$ cat src/rtl/instr_fetch.sv
// Instruction-fetch stage with the IF/ID pipeline register.
// Keeps the program counter and fetches one word per request from instruction
// memory. It drives the fetched word and its address+4 to decode, and handles
// decode stall, flush and PC redirects from the later stages.
//
// Memory handshake: imem_req is high only in REQ and DROP. While imem_req is
// high, imem_addr does not change until a cycle in which imem_ack is sampled
// high at the rising edge. That edge completes the transfer, and imem_rdata is
// taken in the same cycle. imem_ack is ignored whenever imem_req is low. An ack
// in the first cycle of a request is legal.
module instr_fetch #(
  parameter logic [31:0] RESET_PC = 32'h0000_0000,
  parameter logic [31:0] NOP_WORD = 32'h0000_0000
) (
  input  logic        clk,
  input  logic        reset,
  input  logic        stall,
  input  logic        flush,
  input  logic        redirect_valid,
  input  logic [31:0] redirect_pc,
  output logic        imem_req,
  output logic [31:0] imem_addr,
  input  logic        imem_ack,
  input  logic [31:0] imem_rdata,
  output logic [31:0] Instruction_Code,
  output logic [31:0] PC_if_id,
  output logic        if_id_valid
);

  // IDLE: leaving reset. REQ: request outstanding. HOLD: word parked while
  // decode stalls. DROP: a stale request must complete before the target is fetched.
  typedef enum logic [1:0] {
    IDLE = 2'd0,
    REQ  = 2'd1,
    HOLD = 2'd2,
    DROP = 2'd3
  } state_t;

  state_t      state;
  logic [31:0] pc;          // next address to fetch (saved target while in DROP)
  logic [31:0] buf_instr;   // word accepted from memory while decode stalled
  logic [31:0] buf_pc;      // its address + 4
  logic [31:0] target;
  logic [31:0] pc_next;
  logic [31:0] addr_next;
  logic        unused_redirect_lsbs;

  // Redirect targets are forced to a word boundary.
  assign target               = {redirect_pc[31:2], 2'b00};
  assign pc_next              = pc + 32'd4;
  assign addr_next            = imem_addr + 32'd4;
  assign unused_redirect_lsbs = ^redirect_pc[1:0];

  // Fetch FSM: the next state, pc, memory request and IF/ID register are all registered.
  always_ff @(posedge clk) begin
    if (reset) begin
      state            <= IDLE;
      pc               <= RESET_PC;
      imem_req         <= 1'b0;
      imem_addr        <= RESET_PC;
      Instruction_Code <= NOP_WORD;
      PC_if_id         <= 32'h0000_0000;
      if_id_valid      <= 1'b0;
      buf_instr        <= NOP_WORD;
      buf_pc           <= 32'h0000_0000;
    end else begin
      case (state)
        IDLE: begin
          state    <= REQ;
          imem_req <= 1'b1;
          if (redirect_valid) begin
            pc        <= target;
            imem_addr <= target;
          end else begin
            imem_addr <= pc;
          end
          if (redirect_valid || flush) begin
            Instruction_Code <= NOP_WORD;
            if_id_valid      <= 1'b0;
          end
        end

        REQ: begin
          if (redirect_valid) begin
            // The in-flight word is useless. Finish the stale request in DROP unless it completes now.
            pc               <= target;
            Instruction_Code <= NOP_WORD;
            if_id_valid      <= 1'b0;
            if (imem_ack) begin
              imem_addr <= target;
            end else begin
              state <= DROP;
            end
          end else if (flush) begin
            // Squash decode. A word arriving now is thrown away, but fetch still moves on.
            Instruction_Code <= NOP_WORD;
            if_id_valid      <= 1'b0;
            if (imem_ack) begin
              pc        <= pc_next;
              imem_addr <= pc_next;
            end
          end else if (stall) begin
            // Decode is busy. Park the arriving word and pause fetching.
            if (imem_ack) begin
              buf_instr <= imem_rdata;
              buf_pc    <= addr_next;
              state     <= HOLD;
              imem_req  <= 1'b0;
            end
          end else if (imem_ack) begin
            Instruction_Code <= imem_rdata;
            PC_if_id         <= addr_next;
            if_id_valid      <= 1'b1;
            pc               <= pc_next;
            imem_addr        <= pc_next;
          end else begin
            // Nothing arrived: present a bubble and keep the last PC_if_id.
            Instruction_Code <= NOP_WORD;
            if_id_valid      <= 1'b0;
          end
        end

        HOLD: begin
          if (redirect_valid) begin
            pc               <= target;
            imem_addr        <= target;
            Instruction_Code <= NOP_WORD;
            if_id_valid      <= 1'b0;
            state            <= REQ;
            imem_req         <= 1'b1;
          end else if (flush) begin
            // The parked word is squashed. Fetching resumes after it.
            pc               <= pc_next;
            imem_addr        <= pc_next;
            Instruction_Code <= NOP_WORD;
            if_id_valid      <= 1'b0;
            state            <= REQ;
            imem_req         <= 1'b1;
          end else if (!stall) begin
            Instruction_Code <= buf_instr;
            PC_if_id         <= buf_pc;
            if_id_valid      <= 1'b1;
            pc               <= pc_next;
            imem_addr        <= pc_next;
            state            <= REQ;
            imem_req         <= 1'b1;
          end
        end

        DROP: begin
          // imem_addr keeps the stale address until its ack; pc holds the target.
          if (redirect_valid) begin
            pc               <= target;
            Instruction_Code <= NOP_WORD;
            if_id_valid      <= 1'b0;
            if (imem_ack) begin
              imem_addr <= target;
              state     <= REQ;
            end
          end else begin
            if (flush || !stall) begin
              Instruction_Code <= NOP_WORD;
              if_id_valid      <= 1'b0;
            end
            if (imem_ack) begin
              imem_addr <= pc;
              state     <= REQ;
            end
          end
        end

        default: begin
          state    <= IDLE;
          imem_req <= 1'b0;
        end
      endcase
    end
  end

endmodule

$ cat config.mk
export PLATFORM = sky130hd
export DESIGN_NAME = instr_fetch
export DESIGN_NICKNAME = d
export VERILOG_FILES = /design/src/rtl/instr_fetch.sv
export SDC_FILE = /design/constraint.sdc
export NUM_CORES = 1
export LEC_CHECK = 0
export ABC_CLOCK_PERIOD_IN_PS = 3450
export CELL_PAD_IN_SITES_DETAIL_PLACEMENT = 0
export CELL_PAD_IN_SITES_GLOBAL_PLACEMENT = 1
export CORE_UTILIZATION = 40
export CTS_CLUSTER_DIAMETER = 50
export CTS_CLUSTER_SIZE = 30
export DETAILED_ROUTE_END_ITERATION = 8
export GPL_ROUTABILITY_DRIVEN = 0
export PLACE_DENSITY_LB_ADDON = 0.1
export RECOVER_POWER = 25
export SETUP_SLACK_MARGIN = 0.5
export SYNTH_ARGS = -nofsm -noshare
export SYNTH_HDL_FRONTEND = slang
export SYNTH_SLANG_ARGS = --single-unit
$ cat constraint.sdc
create_clock -name clk -period 3.45 [get_ports clk]
set_input_delay 0.69 -clock clk [delete_from_list [all_inputs] [get_ports clk]]
set_output_delay 0.69 -clock clk [all_outputs]
set_load 0.02 [all_outputs]
* After elaboration in Yosys (flattened, before gate mapping)
Cells that the tools add are included.
Storage, ports and cells: register bits 196, bits of input ports 70, output and inout port bits 98, logic and storage cells 112
Cells by class: add/subtract/negate cells 2, eq/ne operators 21, mux-type cells 64, bitwise gates (word level) 2, reduce and logical (&&, ||, !) cells 14
Operators by type and width (count):
- two-way mux 32 bit | 32
- one-hot mux 32 bit (4 select lines) | 2
- one-hot mux 32 bit (3 select lines) | 1
- adder 32 x 3 -> 32 bit (second input constant) | 2
- one-hot mux 32 bit (2 select lines) | 1
- inequality test 2 bit (second input constant) | 10
- two-way mux 2 bit | 9
- inequality test 3 bit (second input constant) | 6
- two-way mux 1 bit | 16
- AND reduction 6 bit | 2
- inequality test 4 bit (second input constant) | 2
- one-hot mux 2 bit (4 select lines) | 1
- AND reduction 8 bit | 1
- AND reduction 5 bit | 1
- equality test 2 bit (second input constant) | 2
- one-hot mux 1 bit (4 select lines) | 1
- AND reduction 4 bit | 1
- one-hot mux 1 bit (3 select lines) | 1
- AND reduction 3 bit | 1
- nonzero test 3 bit | 1
- equality test 2 x 1 -> 1 bit (second input constant) | 1
- zero test 2 bit | 1
- logical OR 1 bit | 2
- inverter 1 bit | 2
- 4 further kinds | 4

* Depth between registers and ports, before layout
depth in word-level cells 6, gate-level depth with buffers 10, mapped depth without buffers 8

* Least setup slack after synthesis
Ideal clock, no wire load.
kind register to register, start register pc[3], end register imem_addr[26], setup time 138 ps, arrival 2372 ps, data required time 3312 ps, path slack 940 ps, cell stages (with the launch flop) 9, clock period less this slack 2510 ps, cell sequence dfxtp_1 > ha_1 > nand3_2 > or4_1 > clkbuf_1 > nor3_1 > mux2_2 > o2111ai_1 > o221ai_1
Between the ends: word-level cells in the longest chain between the ends 6
Ends and longest elaborated chain:
- from (decl) | RTL line 40 | logic [31:0] pc;
- from (signal assigned) | RTL line 72 | pc <= target;
- from (signal assigned) | RTL line 86 | pc <= target;
- from (signal assigned) | RTL line 99 | pc <= pc_next;
- adder 32 x 3 -> 32 bit (*) | RTL line 50 | assign pc_next = pc + 32'd4;
- two-way mux 32 bit | RTL line 98, 110
- two-way mux 32 bit | RTL line 102 | end else if (stall) begin
- two-way mux 32 bit | RTL line 94 | end else if (flush) begin
- two-way mux 32 bit | RTL line 84 | if (redirect_valid) begin
- one-hot mux 32 bit (4 select lines) (*) | RTL line 67 | case (state)
- to (signal assigned) | RTL line 73 | imem_addr <= target;
- to (signal assigned) | RTL line 90 | imem_addr <= target;
- to (signal assigned) | RTL line 100 | imem_addr <= pc_next;
- to (decl) | RTL line 22 | output logic [31:0] imem_addr,
Mark *: on every way between the ends. The rest lies on a longest branch, timed or not. The select of a mux whose other input is x is not followed. A chain may end at the register's enable or synchronous reset.

* Worst setup path after layout
Same ends and word-level chain as after synthesis.

==> results.yml <==
floorplan:
  fp.dieH_um: 172.9
  fp.dieW_um: 172.9
  die_area_mm2: 0.02990
  start_util: 0.4071
  core_area_mm2: 0.02870
  core.rowCount: 62
  io_pins: 168
hold_path:
  min_path_type: "flip-flop to flip-flop"
  worstHoldStart: "pc[0]"
  hold_end: "pc[0]"
  hold_depth: 2
yosys:
  ys_ff_latch: 196
  ys_types: 79
  post-synth-top-count-cell: "nand2_1"
  ys_top_cells_by_area: "dfxtp_1, a21oi_1, nand2_1"
  synth_edf_count: 0
  synth_top_area_frac: 0.3358
  yosysTopAreaCell: "dfxtp_1"
  syn_avg_cell_area_um2: 7.456
  synthesis.nets: 1644
  synth_area_mm2: 0.01168
  ys.flop_type: "dfxtp_1"
  seq_area_frac_synth: 0.3358
  async_flop_share: 0
  ys_warn_count: 0
  synth_common_cells: "nand2_1, dfxtp_1, a21oi_1"
  syn_inst: 1567
sta:
  final-hold-violation-count: 0
  fin_crit_ns: 2.811
  rsz0062_at_grt: "yes"
  timing.fmax_mhz: 355.8
  setup_viol: 0
  period_share: 0.8146
  clock_skew_ns: 0.01743
  relSlewSlack: 0.3484
  setup_slack_ns: 0.6395
  fin_hold_ws_ns: 0.4302
  drv_slew: 0
  fin_setup_tns_ns: 0
  worstMarginPinSlew_ns: 0.9774
routing:
  drt-total-wl_um: 42300
  antenna_left: 0
  viasPerCell: 5.930
  drc: 0
  dr.pass1.iters: 5
  avgRoutedWirePerCell_um: 20.56
  dr_total_vias: 12197
  drt_iter0_drc: 1154
critical_path:
  ff2ff_path_depth: 8
  r2r-end: "imem_addr[26]"
  worst-path-max-fanout: 9
  critical_path_class: "flip-flop to flip-flop"
  critical_path.startpoint_type: "flip-flop"
  required_ns: 3.76
  rrSetupSlack_ns: 0.64
  worstPathArrival_ns: 3.12
  regToRegStartpoint: "pc[3]"
  end_kind: "flip-flop"
run:
  cap_violations: 0
clocking:
  worstSkewPairLatency_ns: 0.45
  cts_setup_buffers: 0
  numCtsBuffers: 17
  cts_buffer_depth: 2
  clock-sinks: 196
  htreeDepth: 4
  hold_buffers: 0
  cts_tree: "done"
  cts-root-buf: "clkbuf_16"
  clkTransAtPathRegs_ns: 0.08
placed_design:
  hpwlAfterDp_um: 28490
  pre_cts_slack_ns: 0.2441
  portBuffers: 165
power:
  ir_drop_v: 0.0003196
  power_density_mw_per_mm2: 451.4
  leakage_nw: 5.026
layout:
  final_net_count: 1737
  n_antenna_cell: 0
  fillers: 2830
  synthToLayoutAreaGrowth_pct: 22.80
  utilization: 0.4999
  drive_gt1_frac: 0.09205
grt:
  grt_max_degree: 89
  antenna_found_initial: 1
  overflow: 0
  grt_pass1_wl_um: 65920
  grt_usage: 0.2785
  grt_pass1_vias: 11018
outcome:
  status: "complete, no violations"
-- power breakdown --
part	internal (mW)	total [mW]	switching, mW
clock	0.993	1.99	1.00
sequential	2.39	2.60	0.213
combinational	0.710	1.88	1.17
-- metal layers --
metal | vias up | GRT usage | routed length [µm]
met5 | - | 0 | 17
met4 | 2 | 0.07264 | 702
met3 | 55 | 0.05651 | 2999
met2 | 439 | 0.4222 | 18560
met1 | 5797 | 0.4001 | 20020
li1 | 5904 | - | -
-- area by class of cell --
class                           count  area (µm²)  area share
Clock inverter                     12       117.6    0.008197
Clock buffer                       20       456.7     0.03183
Multi-Input combinational cell   1183        7057      0.4918
Inverter                           19       71.32    0.004971
Sequential cell                   196        3924      0.2735
Tap cell                          384       480.5     0.03349
Timing Repair Buffer              243        2241      0.1562
-- logic make-up after synthesis --
group / Yosys count / synth area share
buf+inv: 188 / 0.06415
simple gates: 570 / 0.2307
mux: 50 / 0.04337
fa+ha+maj: 7 / 0.007496
compound gates: 511 / 0.2848
flops: 196 / 0.3358
xor+xnor: 45 / 0.03373
-- worst max path at each step --
stage	startpoint	endpoint
global placement	flush	imem_addr[29]
finish	pc[3]	imem_addr[26]
CTS	pc[3]	imem_addr[26]
detailed placement	flush	imem_addr[29]
global route	pc[3]	imem_addr[26]
floorplan	pc[3]	imem_addr[26]
-- cell usage in the layout, fill, tap and decap left out, types with 35 or more instances in the layout --
master | Yosys | layout
nor2_1 | 118 | 117
dfxtp_1 | 196 | 196
o21ai_0 | 82 | 82
nand2_1 | 218 | 218
a22o_1 | 37 | 37
mux2i_1 | 45 | 45
a211oi_1 | 35 | 35
dlygate4sd3_1 | 0 | 69
clkdlybuf4s50_1 | 0 | 93
buf_4 | 2 | 77
nand3_1 | 75 | 75
a21oi_1 | 175 | 175
-- worst max-delay path: stages (launching register included) --
cell,delay (ns)
dfxtp_1,0.45
ha_2,0.31
nand3_2,0.22
or4_1,0.67
nor3_1,0.20
buf_4,0.17
mux2_2,0.33
o2111ai_1,0.18
o221ai_1,0.13
-- registers in the layout (all words and copies together) (netlist names) --
name,flops
pc,32
state,2
Instruction_Code,32
buf_instr,32
imem_req,1
imem_addr,32
buf_pc,32
if_id_valid,1
PC_if_id,32
-- per-stage QoR --
stage / cell area [µm²] / power, mW / cells
floorplan: 11680 / 3.685 / 1567
global placement: 13770 / 4.480 / 2025
detailed placement: 13770 / 4.497 / 2025
CTS: 14350 / 6.485 / 2057
global route: 14350 / 6.757 / 2057
finish: 14350 / 6.477 / 2057
-- timing repair --
| action | CTS | global route |
|---|---|---|
| gates cloned | 0 | 0 |
| endpoints found under the setup margin | 1 | 9 |
| resized for setup | 1 | 3 |
(Power assumes the default switching activity.)
